[src/rtl/tsv_sum_pkg.sv]
// rtl/tsv_sum_pkg.sv - shared FSM states and lane-index helpers for the TSV sum link
package tsv_sum_pkg;

  typedef enum logic [1:0] {
    ST_RUN    = 2'd0,
    ST_DRAIN  = 2'd1,
    ST_RECONF = 2'd2
  } link_state_e;

  // Logical lane 0..data_w-1 carries the result; the three lanes above it are fixed roles.
  function automatic int parity_lane(input int data_w);
    return data_w;
  endfunction

  function automatic int valid_lane(input int data_w);
    return data_w + 1;
  endfunction

  function automatic int spare_lane(input int data_w);
    return data_w + 2;
  endfunction

endpackage

[src/rtl/tsv_sum_cell.sv]
// rtl/tsv_sum_cell.sv - one TSV driver cell, a single physical lane
module tsv_sum_cell (
  input  logic lane_in,
  output logic lane_out
);

  assign lane_out = lane_in;

endmodule

[src/rtl/tsv_sum_fifo.sv]
// rtl/tsv_sum_fifo.sv - result FIFO; a pop never frees space for a same-cycle push
module tsv_sum_fifo #(
  parameter int W     = 8,
  parameter int DEPTH = 4
) (
  input  logic                       clk,
  input  logic                       rst_n,
  input  logic                       push,
  input  logic [W-1:0]               push_data,
  input  logic                       pop,
  output logic [W-1:0]               head_data,
  output logic [$clog2(DEPTH+1)-1:0] level,
  output logic                       full,
  output logic                       empty
);

  localparam int AW = $clog2(DEPTH);
  localparam int CW = $clog2(DEPTH+1);

  logic [W-1:0]  mem_q [DEPTH];
  logic [W-1:0]  mem_d [DEPTH];
  logic [AW-1:0] wr_q, wr_d, rd_q, rd_d;
  logic [CW-1:0] cnt_q, cnt_d;
  logic          push_ok, pop_ok;

  assign full      = (cnt_q == CW'(DEPTH));
  assign empty     = (cnt_q == '0);
  assign level     = cnt_q;
  assign head_data = mem_q[rd_q];
  assign push_ok   = push && !full;
  assign pop_ok    = pop && !empty;

  // Pointer, count and storage updates for the coming edge.
  always_comb begin
    mem_d = mem_q;
    wr_d  = wr_q;
    rd_d  = rd_q;
    cnt_d = cnt_q;
    if (push_ok) begin
      mem_d[wr_q] = push_data;
      wr_d        = wr_q + 1'b1;
    end
    if (pop_ok) begin
      rd_d = rd_q + 1'b1;
    end
    if (push_ok && !pop_ok) begin
      cnt_d = cnt_q + 1'b1;
    end else if (!push_ok && pop_ok) begin
      cnt_d = cnt_q - 1'b1;
    end
  end

  // Pointers and count clear on reset, which discards any queued words.
  always_ff @(posedge clk) begin
    if (!rst_n) begin
      wr_q  <= '0;
      rd_q  <= '0;
      cnt_q <= '0;
    end else begin
      wr_q  <= wr_d;
      rd_q  <= rd_d;
      cnt_q <= cnt_d;
    end
  end

  // Storage needs no reset: the count decides which entries are live.
  always_ff @(posedge clk) begin
    mem_q <= mem_d;
  end

endmodule

[src/rtl/tsv_sum_link.sv]
// rtl/tsv_sum_link.sv - add/sub datapath feeding a lane-repairable TSV link
module tsv_sum_link
  import tsv_sum_pkg::*;
#(
  parameter int DATA_W = 8,
  parameter int DEPTH  = 4
) (
  input  logic                         clk,
  input  logic                         rst_n,
  input  logic                         in_valid,
  output logic                         in_ready,
  input  logic [DATA_W-1:0]            input1,
  input  logic [DATA_W-1:0]            input2,
  input  logic                         op_sub,
  input  logic                         link_ready,
  input  logic                         cfg_update,
  input  logic                         cfg_repair_en,
  input  logic [$clog2(DATA_W+3)-1:0]  cfg_fault_lane,
  output logic [DATA_W+2:0]            output1,
  output logic [$clog2(DEPTH+1)-1:0]   fifo_level,
  output logic                         busy
);

  localparam int VLD_LANE = valid_lane(DATA_W);
  localparam int SPR_LANE = spare_lane(DATA_W);
  localparam int NLOG     = VLD_LANE + 1;
  localparam int NPHYS    = SPR_LANE + 1;
  localparam int LW       = $clog2(DATA_W+3);

  link_state_e       state_q, state_d;
  logic              ready_en_q, ready_en_d;
  logic [NLOG-1:0]   launch_q, launch_d;
  logic              act_en_q, act_en_d, pend_en_q, pend_en_d;
  logic [LW-1:0]     act_lane_q, act_lane_d, pend_lane_q, pend_lane_d;

  logic [DATA_W-1:0] result, fifo_head;
  logic              fifo_full, fifo_empty, push, pop;
  logic [NPHYS-1:0]  log_ext, log_shift, phys_lanes;
  logic              repair_on;

  assign push     = in_valid && in_ready;
  assign pop      = !fifo_empty && link_ready;
  assign in_ready = ready_en_q && (state_q == ST_RUN) && !fifo_full;
  assign busy     = (state_q != ST_RUN);

  // Operation result wraps to DATA_W bits; carry and borrow are dropped.
  always_comb begin
    result = op_sub ? (input1 - input2) : (input1 + input2);
  end

  tsv_sum_fifo #(
    .W     (DATA_W),
    .DEPTH (DEPTH)
  ) u_fifo (
    .clk       (clk),
    .rst_n     (rst_n),
    .push      (push),
    .push_data (result),
    .pop       (pop),
    .head_data (fifo_head),
    .level     (fifo_level),
    .full      (fifo_full),
    .empty     (fifo_empty)
  );

  // Launch register and reconfiguration FSM: drain under the old map, then swap maps.
  always_comb begin
    state_d            = state_q;
    ready_en_d         = 1'b1;
    launch_d           = launch_q;
    launch_d[VLD_LANE] = 1'b0;
    act_en_d           = act_en_q;
    act_lane_d         = act_lane_q;
    pend_en_d          = pend_en_q;
    pend_lane_d        = pend_lane_q;
    if (pop) begin
      launch_d = {1'b1, ^fifo_head, fifo_head};
    end
    case (state_q)
      ST_RUN: begin
        if (cfg_update) begin
          state_d     = ST_DRAIN;
          pend_en_d   = cfg_repair_en;
          pend_lane_d = cfg_fault_lane;
        end
      end
      ST_DRAIN: begin
        if (fifo_empty && !launch_q[VLD_LANE]) begin
          state_d  = ST_RECONF;
          launch_d = '0;
        end
      end
      ST_RECONF: begin
        state_d    = ST_RUN;
        act_en_d   = pend_en_q;
        act_lane_d = pend_lane_q;
      end
      default: state_d = ST_RUN;
    endcase
  end

  // State register; in_ready stays low until the first edge out of reset.
  always_ff @(posedge clk) begin
    if (!rst_n) begin
      state_q     <= ST_RUN;
      ready_en_q  <= 1'b0;
      launch_q    <= '0;
      act_en_q    <= 1'b0;
      act_lane_q  <= '0;
      pend_en_q   <= 1'b0;
      pend_lane_q <= '0;
    end else begin
      state_q     <= state_d;
      ready_en_q  <= ready_en_d;
      launch_q    <= launch_d;
      act_en_q    <= act_en_d;
      act_lane_q  <= act_lane_d;
      pend_en_q   <= pend_en_d;
      pend_lane_q <= pend_lane_d;
    end
  end

  // Lane remap: skip the faulty physical lane and push everything above it up by one.
  always_comb begin
    log_ext    = {1'b0, launch_q};
    log_shift  = {launch_q, 1'b0};
    repair_on  = act_en_q && (int'(act_lane_q) <= VLD_LANE);
    phys_lanes = log_ext;
    if (repair_on) begin
      for (int p = 0; p < NPHYS; p++) begin
        if (p > int'(act_lane_q)) begin
          phys_lanes[p] = log_shift[p];
        end else if (p == int'(act_lane_q)) begin
          phys_lanes[p] = 1'b0;
        end
      end
    end
  end

  for (genvar g = 0; g < NPHYS; g++) begin : g_tsv
    tsv_sum_cell u_cell (
      .lane_in  (phys_lanes[g]),
      .lane_out (output1[g])
    );
  end

endmodule

[config.mk]
export PLATFORM = sky130hd
export DESIGN_NAME = tsv_sum_link
export DESIGN_NICKNAME = d
export VERILOG_FILES = /design/src/rtl/tsv_sum_pkg.sv /design/src/rtl/tsv_sum_cell.sv /design/src/rtl/tsv_sum_fifo.sv /design/src/rtl/tsv_sum_link.sv
export SDC_FILE = /design/constraint.sdc
export NUM_CORES = 1
export LEC_CHECK = 0
export ABC_AREA = 1
export CAP_MARGIN = 20
export CORE_ASPECT_RATIO = 1.5
export CORE_UTILIZATION = 50
export DETAILED_ROUTE_END_ITERATION = 7
export PLACE_DENSITY = 0.81
export SLEW_MARGIN = 20
export SYNTH_ARGS = -nofsm -noshare
export SYNTH_HDL_FRONTEND = slang
export SYNTH_SLANG_ARGS = --single-unit
[constraint.sdc]
create_clock -name clk -period 2.6 [get_ports clk]
set_input_delay 0.52 -clock clk [delete_from_list [all_inputs] [get_ports clk]]
set_output_delay 0.52 -clock clk [all_outputs]
set_load 0.01 [all_outputs]
Yosys cells after proc, flatten, opt, wreduce, memory -nomap -nowiden
Cells that the tools add are included.
- output and inout bits: 16
- word-level logic and storage cells: 111
- input bits: 27
- bits in registers: 62
- bitwise operators: 2
- add/sub/neg operators: 6
- mux-type cells: 37
- magnitude comparators: 14
- equal/unequal tests: 14
- reduce and logical (&&, ||, !) cells: 24
- operators with widths (kind ; count):
    $bwmux W32 ; 1
    $mux W8 ; 4
    $mux W10 ; 3
    $eq A4 B4 Y1 const A ; 6
    $mux W1 ; 21
    $bmux W8 S2 ; 1
    $demux W8 S2 ; 1
    $gt A3 B4 Y1 const A ; 4
    $gt A4 B4 Y1 const A ; 3
    $logic_and A1 B1 Y1 ; 11
    $mux W11 ; 1
    $add A8 B8 Y8 ; 1
    $eq A3 B4 Y1 const A ; 2
    $gt A2 B4 Y1 const A ; 2
    $reduce_xor A8 Y1 ; 1
    $sub A8 B8 Y8 ; 1
    $ge A3 B3 Y1 const B ; 2
    $mux W3 ; 2
    $not A2 Y3 ; 2
    $logic_not A1 Y1 ; 5
    $add A2 B1 Y2 const B ; 2
    $eq A2 B4 Y1 const A ; 1
    $gt A1 B4 Y1 const A ; 1
    $le A4 B4 Y1 const B ; 1
    other kinds (14) ; 18

Logic depth before layout (Yosys ltp)
Gate-level depths: netlist (run 1).
- depth after elaboration: 9
- mapped depth: 15
- mapped depth without buffers: 14

Cells and area by module
Synthesis (run 1) repeated with hierarchy kept, for this count alone.
- cell total of the unflattened synthesis: 435
- area, all modules: 3543.4 sq um
- by module, submodules not included (module ; area each (sq um) ; instances ; sequential area each (sq um) ; cells each):
    tsv_sum_link ; 1739.2 ; 1 ; 460.4 ; 281
    tsv_sum_fifo ; 1721.7 ; 1 ; 1101.1 ; 143
    tsv_sum_cell ; 7.5 ; 11 ; 0.0 ; 1

Worst setup path before layout (run 1)
Ideal clock, no wire load.
- kind: input to register
- start: input port input2[1]
- end: register u_fifo.mem_q[15] (netlist name) (data pin)
- stages: 13
- setup time: 0.180 ns
- slack: 0.214 ns
- arrival: 2.206 ns
- required time: 2.420 ns
- path buffers: 0
- cells stage by stage: inv_1 -> ha_1 -> inv_1 -> nor2_1 -> nand2_1 -> o31ai_1 -> xnor2_1 -> inv_1 -> ha_1 -> a21oi_1 -> o21ai_0 -> a21oi_1 -> xor2_1
- cells in the longest elaborated chain, start to end: 3
- elaborated cells on any way between the ends: 4
- classes of those cells: 2 x add/sub; 2 x mux
- RTL lines (item ; line ; source):
    from (decl) ; tsv_sum_link.sv:13 ; input logic [DATA_W-1:0] input2,
    $add A8 B8 Y8 or $sub A8 B8 Y8 (tied branches) ; tsv_sum_link.sv:48 ; result = op_sub ? (input1 - input2) : (input1 + input2);
    $mux W8 * ; tsv_sum_link.sv:48 ;
    net result[7] ; tsv_sum_link.sv:36 ; logic [DATA_W-1:0] result, fifo_head;
    $bwmux W32 * ; tsv_sum_fifo.sv:40 ; mem_d[wr_q] = push_data;
    to (signal assigned) ; tsv_sum_fifo.sv:68 ; mem_q <= mem_d;
    to (decl) ; tsv_sum_fifo.sv:20 ; logic [W-1:0] mem_q [DEPTH];
The timed path passes the listed nets; every way through them passes the cells marked *.
A chain may end at the register's enable or synchronous reset.

Final worst setup path (run 1)
- start: register act_en_q
- end: output port output1[2]
- cells in the longest elaborated chain, start to end: 2
- RTL lines (item ; line ; source):
    from (decl) ; tsv_sum_link.sv:33 ; logic act_en_q, act_en_d, pend_en_q, pend_en_d;
    from (signal assigned) ; tsv_sum_link.sv:116 ; act_en_q <= act_en_d;
    $logic_and A1 B1 Y1 ; tsv_sum_link.sv:127 ; repair_on = act_en_q && (int'(act_lane_q) <= VLD_LANE);
    $mux W11 ; tsv_sum_link.sv:129 ; if (repair_on) begin
    to (decl) ; tsv_sum_link.sv:19 ; output logic [DATA_W+2:0] output1,
Every way passes these cells.

==> results of run 1 <==
## state kept, by name (all words and copies together), names as in the netlist
| register | flops |
|---|---|
| u_fifo.mem_q | 32 |
| launch_q | 10 |
| act_lane_q | 4 |
| pend_lane_q | 4 |
| u_fifo.level | 3 |
| state_q | 2 |
| u_fifo.rd_q | 2 |
| u_fifo.wr_q | 2 |
| act_en_q | 1 |
| pend_en_q | 1 |
| ready_en_q | 1 |
## layout by cell type, fill, tap and decap left out, drive strengths merged, types with 2 or more instances in the layout
cell and instances:
a211oi 8, a21oi 21, a41oi 2, buf 25, clkbuf 14, clkdlybuf4s50 39, clkinv 2, dfxtp 30
dlymetal6s2s 3, edfxtp 32, fa 2, ha 13, inv 54, nand2 110, nand3 28, nor2 50
o21ai 30, xnor2 3, xor2 10
## cell type report
| cell class | instances | area, um^2 |
|---|---|---|
| Timing Repair Buffer | 67 | 616 |
| Sequential cell | 62 | 1560 |
| Multi-Input combinational cell | 284 | 1570 |
| Clock buffer | 14 | 195 |
| Inverter | 54 | 208 |
| Clock inverter | 2 | 10.0 |
| Fill cell | 491 | 2320 |
| Tap cell | 76 | 95.1 |
## power by group through the flow
stage	sequential [mW]	clock, mW	combinational, mW
finish	1.31	0.833	1.39
global route	1.33	0.892	1.58
CTS	1.31	0.854	1.37
detailed placement	1.33	0	1.35
global placement	1.32	0	1.30
floorplan	1.31	0	1.03
## worst register-to-register path: stages, from the launching register on
cell,delay (ps)
dfxtp_1,320
nor2_1,180
nand2_1,90
a31oi_1,230
nand2_1,130
inv_1,80
ha_1,130
inv_1,70
fa_1,380
a21oi_1,150
o21ai_0,110
o21ai_0,180
a21oi_1,60
## layer usage
| layer | GRT usage | vias up | routed length, um |
|---|---|---|---|
| met4 | 0.132 | 0 | 236 |
| met3 | 0.0388 | 20 | 210 |
| li1 | - | 1472 | - |
| met5 | 0 | - | 0 |
| met1 | 0.187 | 1253 | 2460 |
| met2 | 0.400 | 71 | 3690 |
## how the worst min path moves through the flow
stage                                             end                         from  slack (ps)  depth (start not counted)
final                     pend_lane_q[0]$_SDFFE_PN0P_  pend_lane_q[0]$_SDFFE_PN0P_         480                          2
after global routing      pend_lane_q[0]$_SDFFE_PN0P_  pend_lane_q[0]$_SDFFE_PN0P_         510                          2
after CTS                 pend_lane_q[0]$_SDFFE_PN0P_  pend_lane_q[0]$_SDFFE_PN0P_         490                          2
after detailed placement  pend_lane_q[0]$_SDFFE_PN0P_  pend_lane_q[0]$_SDFFE_PN0P_         470                          2
after global placement    pend_lane_q[0]$_SDFFE_PN0P_  pend_lane_q[0]$_SDFFE_PN0P_         460                          2
after floorplan                pend_en_q$_SDFFE_PN0P_       pend_en_q$_SDFFE_PN0P_         450                          2
## cell families after synthesis
kind of cell    count (synthesis)
xor+xnor                       13
compound gates                 66
mux                             1
simple gates                  189
fa+ha+maj                      15
buf+inv                        73
flops                          62
## through the flow
step	setup TNS [ps]	power, mW	utilization	instance area [um^2]
5_1_grt	0	3.80	0.647	4260
3_3_place_gp	-3470	2.62	0.603	3970
4_1_cts	0	3.54	0.640	4210
6_report	0	3.53	0.647	4260
2_1_floorplan	0	2.34	-	3430
3_5_place_dp	-5160	2.68	0.603	3970
## what timing repair did
action,CTS,global route
setup buffers,0,1
pin swaps,2,10
resized for setup,7,15
setup endpoints to repair,7,19
==> key figures, run 1 <==
Setup path
  – CP max stage delay: 470 ps
  – Crit path from: act_en_q$_SDFFE_PN0N_
  – Worst setup SP type: flip-flop
  – Reg2Reg Setup Slack: 370 ps
  – Most used cell, CP: inv_1
  – Slowest cell on crit path: clkdlybuf4s50_1
  – Setup CP Type: flip-flop to primary output
  – Setup crit end: output1[2]
  – Arrival time worst endpoint: 1950 ps
  – Crit end category: primary output
  – Worst path depth: 7
  – Critical Path RT: 2080 ps
  – CP top delay family: buffers and inverters
  – RR Startpoint: state_q[1]$_SDFFE_PN0P_
  – Crit path buffers/inverters: 3
  – Worst Reg-to-Reg Cells: 12
  – Crit path max fanout: 6
  – Crit Reg-Reg Endpoint: u_fifo.level[2]$_SDFFE_PN0P_
  – Crit-path cells: inv_1, nor2_2, inv_1, nor2_4, nand2_1, a32o_1, clkdlybuf4s50_1

Run
  – Max-cap violations: 0

Global routing
  – Overall global routing resource usage: 0.202
  – Largest net degree at the start of global routing: 20
  – First-pass GRT wire length: 11400 um
  – Grt total ovfl: 0
  – Initial antenna violation count: 0
  – Vias in the first global route: 2782

Die
  – Die Y: 103 um
  – Die X: 69.6 um
  – Row cnt: 36
  – IO Pins: 43
  – Initial Utilization: 0.521
  – Core area: 6580 um^2
  – Die area: 7200 um^2

Synth
  – Multiplexer share of the synthesized area: 0.00292
  – Top-area cell type share of the netlist area: 0.280
  – Simple-gate portion of the synthesized area: 0.234
  – XOR/XNOR Fraction of Synth Area: 0.0332
  – Cell count after synthesis: 419
  – Synth top area cells: edfxtp_1, dfxtp_1, nand2_1
  – Compound-Gate Fraction of Synth Area: 0.109
  – Largest family of logic cells by synthesized area: simple AND/OR/NAND/NOR gates
  – Count of flip-flops with a built-in enable after synthesis: 32
  – Cell taking the most area after synthesis: edfxtp_1
  – Post-synthesis async set-or-reset flop share: 0
  – Adder-cell area share of the yosys netlist: 0.0591
  – Synth Flop Type: edfxtp_1
  – Post-Syn Area: 3430 um^2
  – Count leader, synth: nand2_1
  – Most instantiated cells after synthesis: nand2_1, nor2_1, inv_1
  – Yosys cell types: 30
  – Syn_nets: 461
  – Seq/Total Area, Yosys: 0.456
  – Synth Warn #: 0
  – #FFs+latches synth: 62
  – Average size of a mapped cell: 8.18 um^2

Power and ir drop
  – Leak Pwr: 1.87 nW
  – P_int: 2.28 mW
  – Worst IR Drop VDD: 0.366 mV
  – P_sw: 1.25 mW
  – Flop pwr share: 0.372
  – Net Sw Frac: 0.355
  – Comb pwr share: 0.392
  – Clock Power Share: 0.236
  – PwrDens: 829 nW/um^2

Timing
  – Final period util: 0.950
  – Max-slew headroom: 0.715
  – Final Skew: 10.4 ps
  – Max-slew violation count: 0
  – Worst Slack Setup Final: 130 ps
  – Final Hold Fails: 0
  – Endpoints failing setup: 0
  – Final critical-path required period: 2470 ps
  – RSZ-0062 raised after global routing: false
  – Hold WS: 485 ps
  – FMAX: 0.405 GHz
  – Slew @ Worst Pin: 427 ps

Clocking
  – Num CTS Buffers: 9
  – Clk sinks: 62
  – TritonCTS clock tree: built
  – H-tree depth: 3
  – Clock Path Buffers: 2
  – Post-CTS Hold Fix Bufs: 0
  – Root Buffer: clkbuf_8
  – Reg clk slew, reported paths: 70 ps
  – Skew-Pair Late Insertion Delay: 340 ps

Placement
  – # port buffers: 42
  – Pre-CTS setup slack: -491 ps
  – Hpwl dp: 5070 um
  – Dpl cells: 542
  – Placer Congestion: 0.881

Layout
  – Antenna diode count: 0
  – Share of layout cells above drive strength 1: 0.153
  – Fin cells: 559
  – Final nets: 520
  – Area Growth Syn to Fin: 24.2%

Detailed routing
  – DRT Pass-1 Iters: 4
  – Remaining DRCs: 0
  – Final WL: 6590 um
  – Antenna viol nets, final: 0
  – Vias: 2816
  – 1st-iter DRT viols: 121
  – Average wire per standard cell: 11.8 um
  – Via density per instance: 5.04

Outcome
  – Status: finished, final reports clean

Min path
  – Hold crit path type: flip-flop to flip-flop
(Power assumes the default switching activity.)
==> run 2: changes to the inputs <==
--- a/config.mk
+++ b/config.mk
@@ -15,3 +15,4 @@
 export SYNTH_ARGS = -nofsm -noshare
 export SYNTH_HDL_FRONTEND = slang
 export SYNTH_SLANG_ARGS = --single-unit
+export TNS_END_PERCENT = 20
==> results of run 2 <==
The final DEF is identical to that of run 1; final timing and power are the same.
==> run 3: changes to the inputs <==
--- a/config.mk
+++ b/config.mk
@@ -10,9 +10,10 @@
 export CORE_ASPECT_RATIO = 1.5
 export CORE_UTILIZATION = 50
 export DETAILED_ROUTE_END_ITERATION = 7
-export PLACE_DENSITY = 0.81
+export PLACE_DENSITY_LB_ADDON = 0.05
 export SLEW_MARGIN = 20
 export SYNTH_ARGS = -nofsm -noshare
 export SYNTH_HDL_FRONTEND = slang
+export SYNTH_HIERARCHICAL = 1
 export SYNTH_SLANG_ARGS = --single-unit
 export TNS_END_PERCENT = 20
==> key figures, run 3 <==
Outcome
  – Status: finished, violations left
  – Failing checks: DRC

Timing
  – Slew @ Worst Pin: 425 ps (-1.15 ps)
  – Final Skew: 10.2 ps (-0.186 ps)
  – Hold WS: 460 ps (-25.5 ps)
  – Max-slew violation count: 0 (unchanged)
  – Final period util: 0.942 (-0.00829)
  – Endpoints failing setup: 0 (unchanged)
  – Max-slew headroom: 0.716 (about the same)
  – Final critical-path required period: 2450 ps (-21.5 ps)
  – Final Hold Fails: 0 (unchanged)
  – FMAX: 0.408 GHz (+0.88%)

Synth
  – Yosys cell types: 41 (+37%)
  – Count leader, synth: nand2_1
  – Synth top area cells: edfxtp_1, dfxtp_1, nand2_1
  – Average size of a mapped cell: 8.15 um^2 (-0.41%)
  – Cell count after synthesis: 435 (+3.8%)
  – Count of flip-flops with a built-in enable after synthesis: 32 (unchanged)
  – Seq/Total Area, Yosys: 0.441 (-0.0150)
  – Post-synthesis async set-or-reset flop share: 0 (unchanged)
  – Cell taking the most area after synthesis: edfxtp_1
  – #FFs+latches synth: 62 (unchanged)
  – Post-Syn Area: 3540 um^2 (+3.4%)
  – Synth Warn #: 6 (+6)
  – Top-area cell type share of the netlist area: 0.271 (-0.00921)
  – Syn_nets: 477 (+3.5%)
  – Synth Flop Type: edfxtp_1
  – Most instantiated cells after synthesis: nand2_1, inv_1, nor2_1

Layout
  – Largest Register: u_fifo/mem_q
  – Antenna diode count: 0 (unchanged)
  – Storage element area: 1560 um^2 (unchanged)
  – Footprint of the multi-input gates: 1640 um^2 (+4.1%)
  – Most common cell after layout, fill and taps aside: nand2_1
  – Share of layout cells above drive strength 1: 0.160 (+0.00711)
  – Max reg flops: 32 (unchanged)
  – Layout Utilization: 0.635 (-0.0127)
  – Number of fill cells in the layout: 625 (+27%)
  – Area Growth Syn to Fin: 22.7%
  – Fin cells: 577 (+3.2%)
  – Final nets: 537 (+3.3%)
  – Largest registers: u_fifo/mem_q (32), launch_q (10)
  – Most frequent cells in the layout: nand2_1, inv_1, nor2_1

Clocking
  – H-tree depth: 3 (unchanged)
  – TritonCTS clock tree: built
  – Reg clk slew, reported paths: 60 ps (about the same)
  – Root Buffer: clkbuf_8
  – Post-CTS Hold Fix Bufs: 0 (unchanged)
  – Clock Path Buffers: 2 (unchanged)
  – Clk sinks: 62 (unchanged)
  – Num CTS Buffers: 9 (unchanged)
  – Skew-Pair Late Insertion Delay: 340 ps (about the same)

Die
  – Core area: 6850 um^2 (+4.2%)
  – IO Pins: 43 (unchanged)
  – Initial Utilization: 0.517 (-0.00395)
  – Die X: 70.7 um (+1.6%)
  – Die area: 7430 um^2 (+3.3%)
  – Row cnt: 37 (+2.8%)
  – Die Y: 105 um (+1.7%)

Power and ir drop
  – Leak Pwr: 1.89 nW (+1.3%)
  – Worst IR Drop VDD: 0.421 mV (+15%)
  – PwrDens: 824 nW/um^2 (-0.61%)

Min path
  – Hold crit path type: flip-flop to flip-flop

Global routing
  – Overall global routing resource usage: 0.207 (+0.00521)
  – Grt total ovfl: 0 (unchanged)
  – Largest net degree at the start of global routing: 20 (unchanged)
  – Initial antenna violation count: 0 (unchanged)
  – First-pass GRT wire length: 11900 um (+4.2%)
  – Vias in the first global route: 2776 (-0.22%)

Placement
  – Placer Congestion: 0.842 (-4.4%)
  – Dpl cells: 562 (+3.7%)
  – # port buffers: 42 (unchanged)
  – Hpwl dp: 5410 um (+6.9%)

Detailed routing
  – DRT Pass-1 Iters: 6 (+2)
  – Average wire per standard cell: 12.1 um (+2.2%)
  – Remaining DRCs: 2 (+2)
  – 1st-iter DRT viols: 65 (-46%)
  – Via density per instance: 5.04 (about the same)
  – Final WL: 6950 um (+5.5%)
  – Vias: 2909 (+3.3%)
  – Antenna viol nets, final: 0 (unchanged)

Setup path
  – Critical Path RT: 2080 ps (about the same)
  – Crit path max fanout: 8 (+2)
  – CP top delay family: buffers and inverters
  – Crit end category: primary output
  – Crit path buffers/inverters: 1 (-2)
  – Arrival time worst endpoint: 1930 ps (-20 ps)
  – Worst setup SP type: flip-flop
  – Slowest cell on crit path: clkdlybuf4s50_1
  – Crit-path cells: nand2_1, nand3_2, o21ai_0, a41oi_2, clkdlybuf4s50_1
  – Setup CP Type: flip-flop to primary output
  – CP max stage delay: 560 ps (+90 ps)

Run
  – Max-cap violations: 0 (unchanged)
==> run 3: changes by cell type after synthesis, moves of 7 or more <==
cell	change
inv_1	+11
nand2_1	-9
a211oi_1	-8
nand2_2	-8
nand3_1	-8
o22ai_1	+8
nor2_1	+7
==> run 3: worst paths after layout <==
check                                from                            to  slack, ps  cells after the start
max            act_lane_q[1]$_SDFFE_PN0N_                    output1[6]        150                      5
min                launch_q[4]$_SDFF_PN0_        launch_q[4]$_SDFF_PN0_        460                      2
max reg2reg  u_fifo/level[0]$_SDFFE_PN0P_  u_fifo/level[2]$_SDFFE_PN0P_        290                     16
min reg2reg        launch_q[4]$_SDFF_PN0_        launch_q[4]$_SDFF_PN0_        460                      2
==> run 3: layout make-up <==
| cell class | instances | share of cell area |
|---|---|---|
| Clock buffer | 12 | 0.0383 |
| Sequential cell | 62 | 0.359 |
| Inverter | 67 | 0.0601 |
| Timing Repair Buffer | 67 | 0.140 |
| Clock inverter | 3 | 0.00403 |
| Tap cell | 78 | 0.0224 |
| Multi-Input combinational cell | 288 | 0.376 |
==> run 3: cell families (layout without fill, tap and decap cells) <==
logic type      Yosys count  count (layout)  synth area share
compound gates           79              79             0.129
mux                       1               1           0.00318
buf+inv                  85             149             0.116
flops                    62              62             0.441
simple gates            180             180             0.221
xor+xnor                 13              13            0.0321
fa+ha+maj                15              15            0.0572
==> run 3: through the flow <==
stage,total power [mW],cell area (um^2),setup WS [ps],TNS [ps]
after floorplan,2.43,3540,304,0
after global placement,2.77,4100,-246,-3480
after detailed placement,2.81,4100,-290,-4700
after CTS,3.59,4280,73.6,0
after global routing,3.87,4350,-16.8,-66.8
final,3.59,4350,152,0
==> run 3: where the power goes <==
group	switching (mW)	internal (mW)
logic	0.863	0.628
clock network	0.350	0.421
registers	0.114	1.21
total	1.33	2.26
==> run 3: tightest hold or removal path, delay by kind of cell (launching register included) <==
family,cells,cell delay (ps)
flops,1,310
simple gates,1,60
compound gates,1,50
==> run 3: repair_timing <==
item / CTS / global route
setup endpoints to repair: 0 / 16
gates resized for setup: 0 / 13
setup buffers: 0 / 0
==> run 3: routing by layer <==
layer	vias to the layer above	part of all wire	routed length [um]	GRT usage
met4	0	0.026	182	0.107
met3	15	0.032	221	0.0540
met1	1323	0.37	2600	0.194
met2	61	0.57	3960	0.397
li1	1510	-	-	-
met5	-	0	0	0
